[config.mk]
export PLATFORM = sky130hd
export DESIGN_NAME = branch_resolve_unit
export DESIGN_NICKNAME = d
export VERILOG_FILES = /design/src/rtl/branch_resolve_unit_pkg.sv /design/src/rtl/branch_resolve_unit_sat_counter.sv /design/src/rtl/branch_resolve_unit.sv
export SDC_FILE = /design/constraint.sdc
export NUM_CORES = 1
export LEC_CHECK = 0
export ABC_AREA = 1
export BUFFER_PORTS_ARGS = -buffer_cell sky130_fd_sc_hd__buf_4
export CAP_MARGIN = 20
export CORE_AREA = 4 4 195 121
export CTS_BUF_LIST = sky130_fd_sc_hd__clkbuf_4
export DETAILED_ROUTE_END_ITERATION = 6
export DIE_AREA = 0 0 199 125
export PLACE_DENSITY_LB_ADDON = 0.05
export SYNTH_ARGS = -nofsm -noshare
export SYNTH_HDL_FRONTEND = slang
export SYNTH_SLANG_ARGS = --single-unit
[constraint.sdc]
create_clock -name clk -period 3.3 [get_ports clk]
set_input_delay 0.165 -clock clk [delete_from_list [all_inputs] [get_ports clk]]
set_output_delay 0.165 -clock clk [all_outputs]
set_load 0.05 [all_outputs]
[src/rtl/branch_resolve_unit_pkg.sv]
// Shared definitions for the branch resolve path: condition codes, FSM states
// and the sequential PC increment. The ALU comparison logic uses the same codes.
package branch_resolve_unit_pkg;

    localparam logic [2:0] OP_EQ  = 3'b100;
    localparam logic [2:0] OP_NE  = 3'b011;
    localparam logic [2:0] OP_GEU = 3'b101;
    localparam logic [2:0] OP_LTU = 3'b110;
    localparam logic [2:0] OP_GE  = 3'b001;
    localparam logic [2:0] OP_JMP = 3'b111;

    localparam int PC_INC = 4;

    typedef enum logic {
        IDLE  = 1'b0,
        FLUSH = 1'b1
    } bru_state_t;

    // Condition codes whose outcome is taken from the comparison result.
    function automatic logic is_cond_op(input logic [2:0] op);
        return (op == OP_EQ) || (op == OP_NE) || (op == OP_GEU) ||
               (op == OP_LTU) || (op == OP_GE);
    endfunction

endpackage

[src/rtl/branch_resolve_unit_sat_counter.sv]
// Saturating up-counter with increment enable and synchronous active-low clear.
module sat_counter #(
    parameter int WIDTH = 16
) (
    input  logic             clk,
    input  logic             clr_n,
    input  logic             inc,
    output logic [WIDTH-1:0] count
);

    localparam logic [WIDTH-1:0] ONE = {{(WIDTH-1){1'b0}}, 1'b1};

    always_ff @(posedge clk) begin
        if (!clr_n) begin
            count <= '0;
        end else if (inc && (count != '1)) begin
            count <= count + ONE;
        end
    end

endmodule

[src/rtl/branch_resolve_unit.sv]
// Resolves execute-stage branches against a static backward-taken prediction,
// issuing a one-cycle redirect and a fixed-length flush on mispredict.
module branch_resolve_unit
    import branch_resolve_unit_pkg::*;
#(
    parameter int XLEN         = 32,
    parameter int FLUSH_CYCLES = 2,
    parameter int CNT_W        = 16
) (
    input  logic             clk,
    input  logic             rst_n,
    input  logic             br_valid,
    output logic             br_ready,
    input  logic [2:0]       br_op,
    input  logic             cmp_result,
    input  logic [XLEN-1:0]  br_pc,
    input  logic [XLEN-1:0]  br_offset,
    output logic             redirect_valid,
    output logic [XLEN-1:0]  redirect_pc,
    output logic             flush,
    output logic             illegal_op,
    output logic [CNT_W-1:0] branch_count,
    output logic [CNT_W-1:0] mispredict_count
);

    localparam int FC_W = $clog2(FLUSH_CYCLES + 1);
    localparam logic [FC_W-1:0] FC_LOAD = FC_W'(FLUSH_CYCLES);
    localparam logic [FC_W-1:0] FC_ONE  = FC_W'(1);

    bru_state_t      state;
    bru_state_t      state_next;
    logic [FC_W-1:0] flush_cnt;

    logic            accept;
    logic            legal_op;
    logic            taken;
    logic            pred_taken;
    logic            mispredict;
    logic [XLEN-1:0] taken_pc;
    logic [XLEN-1:0] fall_pc;

    assign accept   = br_valid && br_ready;
    assign taken_pc = br_pc + br_offset;
    assign fall_pc  = br_pc + XLEN'(PC_INC);

    // Illegal codes resolve as not taken but keep the sign-based prediction.
    always_comb begin
        legal_op   = 1'b1;
        taken      = 1'b0;
        pred_taken = br_offset[XLEN-1];
        if (br_op == OP_JMP) begin
            taken      = 1'b1;
            pred_taken = 1'b1;
        end else if (is_cond_op(br_op)) begin
            taken = cmp_result;
        end else begin
            legal_op = 1'b0;
        end
    end

    assign mispredict = accept && (taken != pred_taken);

    always_ff @(posedge clk) begin
        if (!rst_n) begin
            state <= IDLE;
        end else begin
            state <= state_next;
        end
    end

    always_comb begin
        state_next = state;
        case (state)
            IDLE:    if (mispredict) state_next = FLUSH;
            FLUSH:   if (flush_cnt == FC_ONE) state_next = IDLE;
            default: state_next = IDLE;
        endcase
    end

    always_comb begin
        br_ready = (state == IDLE);
        flush    = (state == FLUSH);
    end

    // Counts down the remaining flush cycles; reaches zero as FLUSH exits.
    always_ff @(posedge clk) begin
        if (!rst_n) begin
            flush_cnt <= '0;
        end else if ((state == IDLE) && mispredict) begin
            flush_cnt <= FC_LOAD;
        end else if (state == FLUSH) begin
            flush_cnt <= flush_cnt - FC_ONE;
        end
    end

    always_ff @(posedge clk) begin
        if (!rst_n) begin
            redirect_valid <= 1'b0;
            redirect_pc    <= '0;
            illegal_op     <= 1'b0;
        end else begin
            redirect_valid <= mispredict;
            illegal_op     <= accept && !legal_op;
            if (mispredict) begin
                redirect_pc <= taken ? taken_pc : fall_pc;
            end
        end
    end

    sat_counter #(.WIDTH(CNT_W)) u_branch_cnt (
        .clk   (clk),
        .clr_n (rst_n),
        .inc   (accept),
        .count (branch_count)
    );

    sat_counter #(.WIDTH(CNT_W)) u_mispredict_cnt (
        .clk   (clk),
        .clr_n (rst_n),
        .inc   (mispredict),
        .count (mispredict_count)
    );

endmodule

# --- Word level (Yosys, flattened, before mapping) ---
# Index checks and enable logic that the tools add are counted.
totals:
  register_bits: 69
  in_bits: 71
  out_inout_bits: 68
  elab_cells: 49
classes:
  add_sub_neg: 5
  eq_ne: 10
  n_mux: 11
  n_bitwise: 2
  n_reduce_logical: 13
ops:
  columns: ["op", "count"]
  rows:
  - ["16-bit by 1-bit adder with 16-bit output (second input constant)", 2]
  - ["32-bit by 3-bit adder with 32-bit output (second input constant)", 1]
  - ["32-bit adder", 1]
  - ["32-bit 2-to-1 mux", 1]
  - ["16-bit inequality test (second input constant)", 2]
  - ["3-bit equality test (second input constant)", 4]
  - ["1-bit 2-to-1 mux", 7]
  - ["1-bit logical AND", 6]
  - ["1-bit logical OR", 4]
  - ["2-bit 2-to-1 mux", 2]
  - ["3-bit by 1-bit equality test with 1-bit output (second input constant)", 1]
  - ["3-bit by 2-bit equality test with 1-bit output (second input constant)", 1]
  - ["2-bit by 1-bit equality test with 1-bit output (second input constant)", 1]
  - ["1-bit NOT", 2]
  - ["1-bit case mux with 2 select lines", 1]
  - ["2-bit nonzero test", 1]
  - ["2-bit OR reduction", 1]
  - ["2-bit by 1-bit subtractor with 2-bit output (second input constant)", 1]
  - ["1-bit logical NOT", 1]
  - ["1-bit inequality test", 1]

# --- Logic depth before layout (Yosys ltp) ---
logic_depth:
  depth_word: 11
  ltp_mapped: 15
  depth_no_buf: 15

# --- Hierarchy ---
# A second synthesis with hierarchy kept.
unflattened:
  hier_cells: 1162
  area_unflattened_um2: 6663.9
by_module_without_submodules:
  columns: ["mod", "instances", "cells_each", "area_each_um2", "seq_area_each_um2"]
  rows:
  - ["branch_resolve_unit", 1, 864, 4672.0, 740.7]
  - ["sat_counter", 2, 149, 996.0, 320.3]

# --- Least setup slack after synthesis ---
# Ideal clock, no wire load.
synth_path:
  kind: "flip-flop to flip-flop"
  startpoint: "register state, in the netlist flush"
  endpoint: "register u_mispredict_cnt.count[8]"
  setup_ns: 0.131
  t_arrival_ns: 1.973
  required_time_ns: 3.169
  setup_slack_ns: 1.196
  path_stages_with_launch: 10
  path_buffers: 1
  period_less_slack_ns: 2.104
  path_cell_list: "dfxtp_1 inv_1 nand2_1 inv_1 nand3_4 clkinv_2 nand2_4 buf_6 o21ai_1 nor3b_2"
synth_via:
  elab_chain_cells: 4
synth_rtl:
  columns: ["item", "line", "text"]
  rows:
  - ["start, declared", "branch_resolve_unit.sv:30", "bru_state_t state;"]
  - ["start signal, assigned", "branch_resolve_unit.sv:67", "state <= state_next;"]
  - ["1-bit NOT", null, null]
  - ["via br_ready", "branch_resolve_unit.sv:13", "output logic br_ready,"]
  - ["1-bit logical AND", "branch_resolve_unit.sv:42", "assign accept = br_valid && br_ready;"]
  - ["1-bit logical AND", "branch_resolve_unit.sv:61", "assign mispredict = accept && (taken != pred_taken);"]
  - ["1-bit logical AND", "branch_resolve_unit_sat_counter.sv:16", "end else if (inc && (count != '1)) begin"]
  - ["end signal, assigned", "branch_resolve_unit_sat_counter.sv:17", "count <= count + ONE;"]
  - ["end, declared", "branch_resolve_unit_sat_counter.sv:8", "output logic [WIDTH-1:0] count"]
# The timed path passes the listed nets, and every way through them passes these cells.
# A chain may end at the register's enable or synchronous reset.

# --- Final worst setup path ---
layout_path:
  startpoint: "input br_pc[0]"
  endpoint: "register redirect_pc[28]"
layout_via:
  elab_chain_cells: 2
  word_cells_on_any_way: 3
  cone_classes: "add/sub (2); mux (1)"
layout_rtl:
  columns: ["item", "line", "text"]
  rows:
  - ["start, declared", "branch_resolve_unit.sv:16", "input logic [XLEN-1:0] br_pc,"]
  - ["32-bit by 3-bit adder with 32-bit output or 32-bit adder (tied branches)", "branch_resolve_unit.sv:44, branch_resolve_unit.sv:43", null]
  - ["32-bit 2-to-1 mux (*)", "branch_resolve_unit.sv:105", "redirect_pc <= taken ? taken_pc : fall_pc;"]
  - ["end signal, assigned", "branch_resolve_unit.sv:105", null]
  - ["end, declared", "branch_resolve_unit.sv:19", "output logic [XLEN-1:0] redirect_pc,"]
# Mark *: on every way between the ends. The rest lies on a longest branch, timed or not.

==> flow_summary.yaml <==
synthesis:
  synth.avg_cell_area_um2: 5.75
  yosys_register_bits: 69
  synthTopCellsByCount: "363 x sky130_fd_sc_hd__nand2_1, 159 x sky130_fd_sc_hd__inv_1, 100 x sky130_fd_sc_hd__nor2_1, 86 x sky130_fd_sc_hd__a21oi_1, 71 x sky130_fd_sc_hd__nand3_1"
  synthAdderAreaFrac_pct: 7.34
  dominantRegCellSynth: "sky130_fd_sc_hd__dfxtp_1"
  syn_area_um2: 6240
  synth_xor_area_share_pct: 3.77
  seq_area_frac_synth_pct: 22.1
  yosys.cell_count.top_type: "sky130_fd_sc_hd__nand2_1"
  post-synth-top-area-cell: "sky130_fd_sc_hd__dfxtp_1"
  syn-num-nets: 1192
  synth-edff-count: 0
  async_flop_share_pct: 0
  synth_cell_types: 43
  combinational_family_with_the_most_area_after_synthesis: "simple AND/OR/NAND/NOR gates"
  yosys-mux-area-fraction_pct: 0.321
  synth.top_cells.by_area: "sky130_fd_sc_hd__dfxtp_1 22%, sky130_fd_sc_hd__nand2_1 22%, sky130_fd_sc_hd__inv_1 9.6%"
  synthSimpleGateAreaFrac_pct: 41.4
  synth_top_area_share_pct: 22.1
  ys_warn_count: 0
  netlist_instances: 1085
  synth-compound-area-share_pct: 13.8
setup_path:
  critPathMaxFanout: 4
  number_of_buffers_and_inverters_on_the_critical_path: 2
  worst_ep_arrival_time_ns: 2.73
  crit_path_cell_trace: "dlygate4sd3_1 -> buf_4 -> ha_1 -> fa_1 -> nand2_1 -> nand3_1 -> and2_1 -> nand3_1 -> nand3_1 -> nand2_1 -> nand2_1 -> nand2_1 -> nand3_1 -> a21oi_1"
  critical-path-top-delay-family: "simple AND/OR/NAND/NOR gates"
  critPathKind: "input pin to flip-flop"
  critical_path.slowest_cell: "sky130_fd_sc_hd__dlygate4sd3_1"
  worst_path_largest_cell_delay_ns: 0.54
  critical_path_required_ns: 3.68
  crit_path_start_kind: "input pin"
  critPathCaptureType: "flip-flop"
clock_tree:
  cts_tree: "yes"
  clock_sinks: 69
  clock_latency_ns: 0.46
  clk_transition_reported_paths_ns: 0.12
  cts_setup_buffers: 0
  max-clock-path-buffers: 2
  cts_hold_buf: 3
  ctsHtreeMaxLevel: 3
  clk_root_buffer_cell: "sky130_fd_sc_hd__clkbuf_4"
  cts-buffers-inserted: 9
  cts_resized: 0
finish:
  fin_cells: 1514
  layout.core_utilization_pct: 35.6
  num_antenna_cells: 0
  final_net_count: 1330
  layout-drive-gt1-share_pct: 14.7
  synthToLayoutAreaGrowth_pct: 24.0
worst_hold_path:
  worst_hold_path_class: "input pin to flip-flop"
route:
  final_antenna_net_count: 0
  vias_per_cell: 4.76
  remaining_drc_errors: 0
  detail_route.wirelength_um: 25100
  drt_pass1_iterations: 5
  routedWlPerCell_um: 16.6
  detail_route.iter0.violations: 556
  dr_total_vias: 7213
timing:
  setup_tns_ns: 0
  hold_violations: 0
  tightestPinTransition_ns: 1.01
  maxSlewViolCount: 0
  report.final.setup_viol: 0
  final_min_period_ns: 2.34
  timing.clock.skew_ns: 0.0248
  final_critical_path_setup_slack_ns: 0.958
  fin_crit_share_pct: 71.0
  fmax_mhz: 427
  holdWs_ns: 0.0812
  unrepaired_setup_endpoints_after_global_routing: "no"
  timing.slew.headroom_pct: 32.3
power:
  ir_worst_vdd_mv: 0.142
  cellPowerDensity_nw_per_um2: 323
  total_leakage_power_nw: 3.88
die:
  ios: 139
  die-height_um: 125
  rows: 42
  die_area_um2: 24900
  initial_core_util_pct: 28.7
  core-area_um2: 21800
  die_width_um: 199
status:
  run_status: "finished, final reports clean"
placed_design:
  dpl.hpwl_um: 20800
  place_congestion: 0.865
  pre_cts_slack_ns: 1.08
  place_inst: 1495
  port_buffers: 138
global_routing:
  grt_remaining_overflow: 0
  largest_net_degree_at_the_start_of_global_routing: 42
  grt_first_pass_wirelength_um: 38600
  number_of_global_route_vias_before_repair: 6426
  grt_antenna_before_repair: 0
  gr-usage-all-layers_pct: 20.0
flow_run:
  drv_cap: 0
worst register-to-register path, delay by kind of cell, from the launching register on:
| family | cells | cell delay (ns) |
|---|---|---|
| buf+inv | 4 | 0.85 |
| simple gates | 4 | 0.66 |
| flops | 1 | 0.36 |
| compound gates | 2 | 0.20 |
kinds of logic after synthesis:
logic type / Yosys count
muxes: 2
AOI/OAI and AO/OA: 163
xor gates and xnor gates: 26
DFF: 69
adders and majority gates: 36
and+or+nand+nor: 608
buffers and inverters: 181
final timing paths:
kind	depth (start not counted)	end	slack, ns	startpoint
setup / recovery	14	redirect_pc[28]$_SDFFE_PN0P_	0.96	br_pc[0]
hold / removal	3	redirect_pc[1]$_SDFFE_PN0P_	0.08	br_pc[1]
setup reg to reg	10	u_mispredict_cnt.count[5]$_SDFFE_PN0P_	1.13	flush$_SDFF_PN0_
hold reg to reg	2	redirect_pc[31]$_SDFFE_PN0P_	0.48	redirect_pc[31]$_SDFFE_PN0P_
power breakdown:
| part | leakage [nW] | internal [mW] | switching, mW | total (mW) |
|---|---|---|---|---|
| sequential | 0.562 | 0.881 | 0.0354 | 0.916 |
| clock | 0.0654 | 0.225 | 0.350 | 0.575 |
| combinational | 3.25 | 0.324 | 0.685 | 1.01 |
| total | 3.88 | 1.43 | 1.07 | 2.50 |
placed cells by master, fill, tap and decap left out, types with 3 or more instances in the layout:
cell type                       netlist  final
sky130_fd_sc_hd__nand4_1             15     15
sky130_fd_sc_hd__a21oi_1             86     86
sky130_fd_sc_hd__o21ai_0             54     54
sky130_fd_sc_hd__dfxtp_1             69     69
sky130_fd_sc_hd__clkbuf_4             0      9
sky130_fd_sc_hd__nor3_1              24     24
sky130_fd_sc_hd__clkinv_2             1      3
sky130_fd_sc_hd__or2_2                9      9
sky130_fd_sc_hd__ha_1                35     35
sky130_fd_sc_hd__inv_1              159    159
sky130_fd_sc_hd__a31oi_1             11     11
sky130_fd_sc_hd__nor2_1             100    100
sky130_fd_sc_hd__nand3_1             71     71
sky130_fd_sc_hd__nand3b_1            12     12
sky130_fd_sc_hd__xor2_1              16     16
sky130_fd_sc_hd__xnor2_1              9      9
sky130_fd_sc_hd__buf_4                0    142
sky130_fd_sc_hd__dlygate4sd3_1        0      3
sky130_fd_sc_hd__clkinvlp_4           0      3
sky130_fd_sc_hd__nand2_1            363    363
sky130_fd_sc_hd__o21bai_1             6      6
sequential cells by signal, summed over array words and instances, names as in the netlist:
register and cells:
redirect_pc 32, u_branch_cnt.count 16, u_mispredict_cnt.count 16, flush_cnt 2, redirect_valid 1, illegal_op 1
flush 1
metrics by stage:
stage / total power [mW] / area (um2)
finish: 2.50 / 7740
global route: 2.68 / 7740
CTS: 2.54 / 7740
detailed placement: 1.94 / 7570
global placement: 1.95 / 7570
floorplan: 1.57 / 6240
cell type report:
cell class	count	area, um2
clock buffer	9	67.6
sequential	69	1380
tap	286	358
inverter	163	616
fill	2522	14000
timing repair buffer	145	1100
clock inverter	7	66.3
multi-input combinational	835	4150
per-layer routing:
metal | share of wire [%] | track usage (%) | routed length, um | up-vias
li1 | - | - | - | 3763
met5 | 0 | 0 | 0 | -
met2 | 37 | 26.3 | 9340 | 208
met1 | 56 | 33.2 | 14000 | 3234
met4 | 0.31 | 1.93 | 78 | 0
met3 | 6.7 | 4.49 | 1690 | 8
No activity file was read; power rests on OpenSTA's default activity.
